<file path="config.mk">
export PLATFORM = sky130hd
export DESIGN_NAME = multicycle_sequencer
export DESIGN_NICKNAME = d
export VERILOG_FILES = /design/src/rtl/multicycle_sequencer_pkg.sv /design/src/rtl/multicycle_sequencer_perf_counter.sv /design/src/rtl/multicycle_sequencer.sv
export SDC_FILE = /design/constraint.sdc
export NUM_CORES = 1
export LEC_CHECK = 0
export ABC_AREA = 1
export CORE_ASPECT_RATIO = 2
export CORE_UTILIZATION = 45
export CTS_CLUSTER_DIAMETER = 50
export DETAILED_ROUTE_END_ITERATION = 16
export PLACE_DENSITY = 0.72
export SLEW_MARGIN = 20
export SYNTH_ARGS = -nofsm -noshare
export SYNTH_HDL_FRONTEND = slang
export SYNTH_HIERARCHICAL = 1
export SYNTH_SLANG_ARGS = --single-unit
</file>
<file path="constraint.sdc">
create_clock -name i_clk -period 2.2 [get_ports i_clk]
set_input_delay 0.44 -clock i_clk [delete_from_list [all_inputs] [get_ports i_clk]]
set_output_delay 0.44 -clock i_clk [all_outputs]
set_load 0.02 [all_outputs]
</file>
<file path="src/rtl/multicycle_sequencer_pkg.sv">
// Shared processor package for the multicycle sequencer.
// Holds the sequencer state encoding, the opcode width, the default halt
// opcode and the width of the performance counters, so every file that
// touches control state agrees on the same definitions.
package multicycle_sequencer_pkg;

  localparam int OPCODE_W = 5;
  localparam int COUNT_W  = 32;

  localparam logic [OPCODE_W-1:0] HALT_OP_DEFAULT = 5'b11111;

  typedef enum logic [3:0] {
    IDLE,
    FETCH,
    FETCH_WAIT,
    DECODE,
    EXEC,
    MEM,
    MEM_WAIT,
    WB,
    HALT
  } state_t;

endpackage

</file>
<file path="src/rtl/multicycle_sequencer_perf_counter.sv">
// perf_counter: free-running performance counter with enable, synchronous
// clear and natural wrap at 2^WIDTH.
// Ports:
//   i_clk    - system clock, rising edge
//   i_clear  - synchronous clear, wins over enable
//   i_en     - count enable, one increment per enabled cycle
//   o_count  - current count value
module perf_counter #(
  parameter int WIDTH = 32
) (
  input  logic             i_clk,
  input  logic             i_clear,
  input  logic             i_en,
  output logic [WIDTH-1:0] o_count
);

  logic [WIDTH-1:0] r_count;

  // Clear has priority; the add simply rolls over at the top of the range.
  always_ff @(posedge i_clk) begin
    if (i_clear) begin
      r_count <= '0;
    end else if (i_en) begin
      r_count <= r_count + 1'b1;
    end
  end

  assign o_count = r_count;

endmodule

</file>
<file path="src/rtl/multicycle_sequencer.sv">
// multicycle_sequencer: control sequencer for a multicycle processor.
// Walks each instruction through FETCH, FETCH_WAIT, DECODE, EXEC and, as
// needed, MEM/MEM_WAIT/WB, retiring it in the last state it needs.
// Supports free-running (i_run=1) and single-step (i_run=0 + i_step_req).
// Ports:
//   i_clk, i_reset            - clock, synchronous active-high reset
//   i_run                     - 1 = free run, 0 = paused / single step
//   i_step_req                - one-cycle request for one instruction
//   i_opcode                  - opcode of the latched instruction
//   i_mem_read/i_mem_write    - decoded memory access of the instruction
//   i_reg_write               - decoded register write of the instruction
//   o_imem_en, o_ir_we        - instruction memory enable / IR load
//   o_alu_en                  - ALU evaluate / flag capture
//   o_dmem_en, o_dmem_we      - data memory enable / write enable
//   o_rf_we                   - register file write enable
//   o_pc_we, o_retire         - PC load and retire pulse
//   o_halted                  - high while halted
//   o_cycle_cnt, o_instr_cnt  - active-cycle and retired-instruction counts
module multicycle_sequencer
  import multicycle_sequencer_pkg::*;
#(
  parameter logic [OPCODE_W-1:0] HALT_OP = HALT_OP_DEFAULT
) (
  input  logic                i_clk,
  input  logic                i_reset,
  input  logic                i_run,
  input  logic                i_step_req,
  input  logic [OPCODE_W-1:0] i_opcode,
  input  logic                i_mem_read,
  input  logic                i_mem_write,
  input  logic                i_reg_write,
  output logic                o_imem_en,
  output logic                o_ir_we,
  output logic                o_alu_en,
  output logic                o_dmem_en,
  output logic                o_dmem_we,
  output logic                o_rf_we,
  output logic                o_pc_we,
  output logic                o_retire,
  output logic                o_halted,
  output logic [COUNT_W-1:0]  o_cycle_cnt,
  output logic [COUNT_W-1:0]  o_instr_cnt
);

  state_t r_state;
  state_t w_nextState;
  logic   r_stepToken;
  logic   w_retire;
  logic   w_cycleEn;

  // State register.
  always_ff @(posedge i_clk) begin
    if (i_reset) begin
      r_state <= IDLE;
    end else begin
      r_state <= w_nextState;
    end
  end

  // One-deep step token. It can only be captured while parked in IDLE,
  // so requests arriving mid-instruction are dropped, and it is consumed
  // by the IDLE -> FETCH transition. The clear branch is listed first so a
  // request arriving in the same cycle the token is consumed is dropped too.
  always_ff @(posedge i_clk) begin
    if (i_reset) begin
      r_stepToken <= 1'b0;
    end else if (r_state == IDLE && w_nextState == FETCH) begin
      r_stepToken <= 1'b0;
    end else if (i_step_req && !i_run && r_state == IDLE) begin
      r_stepToken <= 1'b1;
    end
  end

  // Next-state and output decode. Outputs depend only on the current state
  // and the decoded lines of the already-latched instruction, never on
  // anything that changes within the instruction. The retiring state is
  // whichever state the instruction finishes in; the shared tail below
  // applies the PC update and chooses FETCH or IDLE from i_run, which is
  // only consulted here so clearing it mid-instruction never aborts.
  always_comb begin
    w_nextState = r_state;
    w_retire    = 1'b0;
    o_imem_en   = 1'b0;
    o_ir_we     = 1'b0;
    o_alu_en    = 1'b0;
    o_dmem_en   = 1'b0;
    o_dmem_we   = 1'b0;
    o_rf_we     = 1'b0;
    o_halted    = 1'b0;

    unique case (r_state)
      IDLE: begin
        if (i_run || r_stepToken) begin
          w_nextState = FETCH;
        end
      end
      FETCH: begin
        o_imem_en   = 1'b1;
        w_nextState = FETCH_WAIT;
      end
      FETCH_WAIT: begin
        o_imem_en   = 1'b1;
        o_ir_we     = 1'b1;
        w_nextState = DECODE;
      end
      DECODE: begin
        w_nextState = (i_opcode == HALT_OP) ? HALT : EXEC;
      end
      EXEC: begin
        o_alu_en = 1'b1;
        if (i_mem_read || i_mem_write) begin
          w_nextState = MEM;
        end else if (i_reg_write) begin
          w_nextState = WB;
        end else begin
          w_retire = 1'b1;
        end
      end
      MEM: begin
        o_dmem_en = 1'b1;
        o_dmem_we = i_mem_write;
        if (i_mem_read) begin
          w_nextState = MEM_WAIT;
        end else begin
          w_retire = 1'b1;
        end
      end
      MEM_WAIT: begin
        o_dmem_en   = 1'b1;
        w_nextState = WB;
      end
      WB: begin
        o_rf_we  = i_reg_write;
        w_retire = 1'b1;
      end
      HALT: begin
        o_halted = 1'b1;
      end
      default: begin
        w_nextState = IDLE;
      end
    endcase

    if (w_retire) begin
      w_nextState = i_run ? FETCH : IDLE;
    end
  end

  assign o_pc_we  = w_retire;
  assign o_retire = w_retire;

  // Only cycles spent working on an instruction are counted.
  assign w_cycleEn = (r_state != IDLE) && (r_state != HALT);

  perf_counter #(.WIDTH(COUNT_W)) u_cycleCnt (
    .i_clk   (i_clk),
    .i_clear (i_reset),
    .i_en    (w_cycleEn),
    .o_count (o_cycle_cnt)
  );

  perf_counter #(.WIDTH(COUNT_W)) u_instrCnt (
    .i_clk   (i_clk),
    .i_clear (i_reset),
    .i_en    (w_retire),
    .o_count (o_instr_cnt)
  );

endmodule

</file>
# Word level (Yosys, flattened, before mapping)

Index checks and enable logic that the tools add are counted.

Register bits after elaboration: 69
Bits of input ports: 12
Output and inout bits: 73
Logic and storage cells: 49

Add/sub/neg operators: 2
Eq/ne operators: 11
Multiplexer cells: 19
Reduce and logical (&&, ||, !) cells: 13

Operators with widths:

| cell                    | count |
|---|---|
| $add A32 B1 Y32 const B | 2 |
| $pmux W4 S8             | 1 |
| $mux W4                 | 6 |
| $eq A4 B3 Y1 const B    | 4 |
| $mux W1                 | 11 |
| $eq A4 B1 Y1 const B    | 2 |
| $eq A4 B2 Y1 const B    | 2 |
| $reduce_or A2 Y1        | 4 |
| $eq A5 B5 Y1 const B    | 1 |
| $eq A4 B4 Y1 const B    | 1 |
| $logic_and A1 B1 Y1     | 4 |
| $logic_not A4 Y1        | 1 |
| $ne A4 B4 Y1 const B    | 1 |
| $reduce_bool A4 Y1      | 1 |
| $pmux W1 S3             | 1 |
| $logic_or A1 B1 Y1      | 2 |
| $logic_not A1 Y1        | 1 |

# Depth between registers and ports, before layout

Word-level depth: 7
Depth in mapped cells: 14

# Hierarchy

Netlist, hierarchy kept.

By module, submodules not included:

| module               | instances | cells an instance | area an instance (um^2) |
|---|---|---|---|
| perf_counter         | 2         | 263               | 1793.0 |
| multicycle_sequencer | 1         | 75                | 437.9 |

# Worst setup path before layout

OpenSTA, ideal clock, no wires.

Path type: register to register
Start point: register r_state[1]
End point: register u_instrCnt.r_count[24], in the netlist u_instrCnt/o_count[24]
Data arrival time: 1.708 ns
Required time: 2.085 ns
Slack: 0.376 ns
Stages on the path, launching flop included: 14
Buffers on the path: 1
Clock period less this slack: 1.824 ns
Path through: dfxtp_1 inv_2 nand2_2 nor2_4 nand2_2 nand3_2 buf_6 nand2_2 nor2_4 nand3_4 nor2_2 nand3_1 nand2_1 nor2_1

Word-level cells in the longest chain between the ends: 2

Ends and longest elaborated chain:

| item                     | RTL line                                | RTL |
|---|---|---|
| start: declaration       | multicycle_sequencer.sv:45              | `state_t r_state;` |
| start signal: assignment | multicycle_sequencer.sv:56              | `r_state <= w_nextState;` |
| $eq A4 B3 Y1             | multicycle_sequencer.sv:91              | `unique case (r_state)` |
| $pmux W1 S3 *            | multicycle_sequencer.sv:91              |  |
| via o_pc_we              | multicycle_sequencer.sv:38              | `output logic o_pc_we,` |
| end signal: assignment   | multicycle_sequencer_perf_counter.sv:24 | `r_count <= r_count + 1'b1;` |
| end: declaration         | multicycle_sequencer_perf_counter.sv:17 | `logic [WIDTH-1:0] r_count;` |

Mark *: on every way through the listed nets, which the timed path passes. The rest lies on a longest branch.
A chain may end at the register's enable or synchronous reset.

# Final worst setup path

Start point: register r_state[1]
End point: output o_imem_en

Word-level cells in the longest chain between the ends: 3

Ends and longest elaborated chain:

| item                                                | RTL line                   | RTL |
|---|---|---|
| $eq A4 B2 Y1 / $eq A4 B1 Y1 (equally long branches) | multicycle_sequencer.sv:91 |  |
| $reduce_or A2 Y1 (no line) *                        | --                         |  |
| $mux W1 *                                           | multicycle_sequencer.sv:91 |  |
| end: declaration                                    | multicycle_sequencer.sv:32 | `output logic o_imem_en,` |

Mark *: on every way between the ends. The rest lies on a longest branch, timed or not.

==> flow_summary.json <==
{
  "status": "complete, no violations",
  "placed_area_sq_um": 5022,
  "antenna_left": 0,
  "drc": 0,
  "ys.flop_type": "dfxtp_1",
  "r2r-end": "u_instrCnt/o_count[27]$_SDFFE_PP0P_",
  "synth_area_sq_um": 4024,
  "async_reset_ff_share_pct": 0,
  "ys_seq_area_share_pct": 34.33,
  "initial_core_util_pct": 46.53,
  "cts_resized": 5,
  "end_kind": "primary output",
  "vdd_ir_drop_max_v": 0.0004338,
  "avgSynthCellArea_sq_um": 6.695,
  "slew_viol_final": 0,
  "synth_fp_nets": 615,
  "cp-startpoint": "r_state[1]$_SDFF_PP0_",
  "maxCapViolations": 0,
  "track_usage_pct": 24.48,
  "hold_slack_ns": 0.5056,
  "timing.rr.start": "r_state[1]$_SDFF_PP0_",
  "wl_per_cell_um": 13.23,
  "cts_buffers": 9,
  "final_area_sq_um": 5283,
  "synth_cell_types": 30,
  "ff2ff_path_depth": 14,
  "crit_end": "o_imem_en",
  "gp_congestion": 0.9086,
  "max_freq_mhz": 473.4,
  "drtIter0Drc": 206,
  "cts_tree": "built",
  "worstPathArrival_ns": 1.67,
  "hold_violations": 0,
  "clock-sinks": 69,
  "diodes": 0,
  "hpwl_um": 8197,
  "ys_warn_count": 6,
  "dr.pass1.iters": 5,
  "htree_levels": 3,
  "synthMostInstantiatedCell": "nand2_1",
  "min_period_ns": 2.113,
  "fin_util_pct": 61.08,
  "p_leak_nw": 2.162,
  "core_sq_um": 8648,
  "worstPathRequired_ns": 1.76,
  "synth_top_area_share_pct": 34.33,
  "critical_path_class": "reg -> out",
  "synthCells": 601,
  "routed_via_density": 5.135,
  "synthToLayoutAreaGrowth_pct": 31.28,
  "rsz0062_at_grt": "false",
  "grt_pass1_vias": 3968,
  "fillers": 819,
  "reg2reg_setup_slack_ns": 0.30,
  "yosys-top-cells-area": "dfxtp_1 34%, nand2_1 12%, nor2_1 8.4%, inv_1 6.8%, nand3_1 5.8%",
  "holdBufCountCts": 0,
  "cts-root-buf": "clkbuf_16",
  "finalCritPeriodShare_pct": 96.02,
  "ios": 85,
  "fin_nets": 713,
  "grt_pass1_wl_um": 17170,
  "worst_pin_slew_ns": 0.3122,
  "setup_viol": 0,
  "die-area_sq_um": 9347,
  "path_clk_slew_ns": 0.05,
  "post_cts_buffers": 0,
  "skew_ns": 0.007549,
  "synth_top_area_cell": "dfxtp_1",
  "synthTopCellsByCount": "127 x nand2_1, 90 x nor2_1, 73 x inv_1",
  "drive_above_1_share_pct": 16.10,
  "die_h_um": 135.7,
  "worstSkewPairLatency_ns": 0.32,
  "antenna_found_initial": 0,
  "std_cell_rows": 48,
  "grt_start_max_net_pins": 24,
  "gr-total-overflow": 0,
  "hold_class": "reg -> reg",
  "setup_tns_ns": 0,
  "routed_wl_um": 10610,
  "die_w_um": 68.87,
  "ys_seq_elements": 69,
  "routed-via-count": 4118,
  "synth_edf_count": 0,
  "cts.path.max_buffers": 2,
  "p_per_area_nw_per_um2": 590.0,
  "port_buffers": 84,
  "cp-start-kind": "flop",
  "relSlewSlack_pct": 79.16,
  "path_max_fanout": 6
}
## worst min-delay path by stage
stage	start	to	slack, ns	cells past startpoint
after global routing	u_instrCnt/o_count[5]$_SDFFE_PP0P_	u_instrCnt/o_count[5]$_SDFFE_PP0P_	0.53	1
after CTS	u_instrCnt/o_count[5]$_SDFFE_PP0P_	u_instrCnt/o_count[5]$_SDFFE_PP0P_	0.51	1
after detailed placement	u_instrCnt/o_count[5]$_SDFFE_PP0P_	u_instrCnt/o_count[5]$_SDFFE_PP0P_	0.49	1
after floorplan	r_stepToken$_SDFFE_PP0P_	r_stepToken$_SDFFE_PP0P_	0.48	2
final	u_cycleCnt/o_count[10]$_SDFFE_PP0P_	u_cycleCnt/o_count[10]$_SDFFE_PP0P_	0.51	1
after global placement	u_cycleCnt/o_count[10]$_SDFFE_PP0P_	u_cycleCnt/o_count[10]$_SDFFE_PP0P_	0.49	1
## cells in the final DEF, fill, tap and decap left out, drive strengths merged, types with 5 or more instances in the layout
master           n
a21oi           44
buf             12
clkbuf          12
clkdlybuf4s50   79
dfxtp           69
dlygate4sd2      5
inv             81
nand2          154
nand3           53
nand4           17
nor2           134
nor3             6
o21ai           16
xnor2            6
## final cells by class
type                       count  area, sq um  share of cell area, %
sequential                    69         1381                  26.15
multi-input combinational    442         2276                  43.08
clock buffer                  12        256.5                  4.856
timing repair buffer          96        924.6                  17.50
inverter                      81        309.0                  5.850
clock inverter                 2        10.01                 0.1895
tap                          100        125.1                  2.369
## flip-flops by register name (all words and copies together) (netlist names)
register,cells
r_stepToken,1
r_state,4
u_cycleCnt/o_count,32
u_instrCnt/o_count,32
## worst max-delay path, cell delays in order, from the launching register on
cell	delay (ns)
dfxtp_1	0.35
inv_2	0.13
nand2_2	0.09
nand2_1	0.07
nand2_1	0.06
inv_1	0.06
clkdlybuf4s50_1	0.59
## layer usage
| layer | up-vias | GRT usage (%) | part of all wire (%) |
|---|---|---|---|
| li1 | 2109 | - | - |
| met1 | 1900 | 22.22 | 36 |
| met2 | 91 | 48.06 | 58 |
| met3 | 18 | 4.125 | 3.0 |
| met4 | 0 | 11.68 | 2.6 |
| met5 | - | 0 | 0 |
## power by group
| part | switching (mW) | total, mW | internal [mW] |
|---|---|---|---|
| combinational | 0.293 | 0.479 | 0.186 |
| clock | 0.491 | 1.30 | 0.807 |
| sequential | 0.0514 | 1.34 | 1.29 |
## logic make-up (layout without fill, tap and decap cells)
logic type	after synthesis	count (layout)	synth area share (%)
flops	69	69	34.33
fa+ha+maj	2	2	0.6218
xor+xnor	6	6	1.306
compound gates	67	67	8.862
buf+inv	90	191	9.111
simple gates	367	367	45.77
## stage by stage
step / cells / total power, mW / setup WS (ns)
2_1_floorplan: 601 / 1.682 / 0.3763
3_3_place_gp: 788 / 1.837 / -0.1003
3_5_place_dp: 788 / 1.846 / -0.1018
4_1_cts: 802 / 3.158 / 0.07055
5_1_grt: 802 / 3.234 / 0.008971
6_report: 802 / 3.117 / 0.08748
Power figures use the tool's default switching activity.
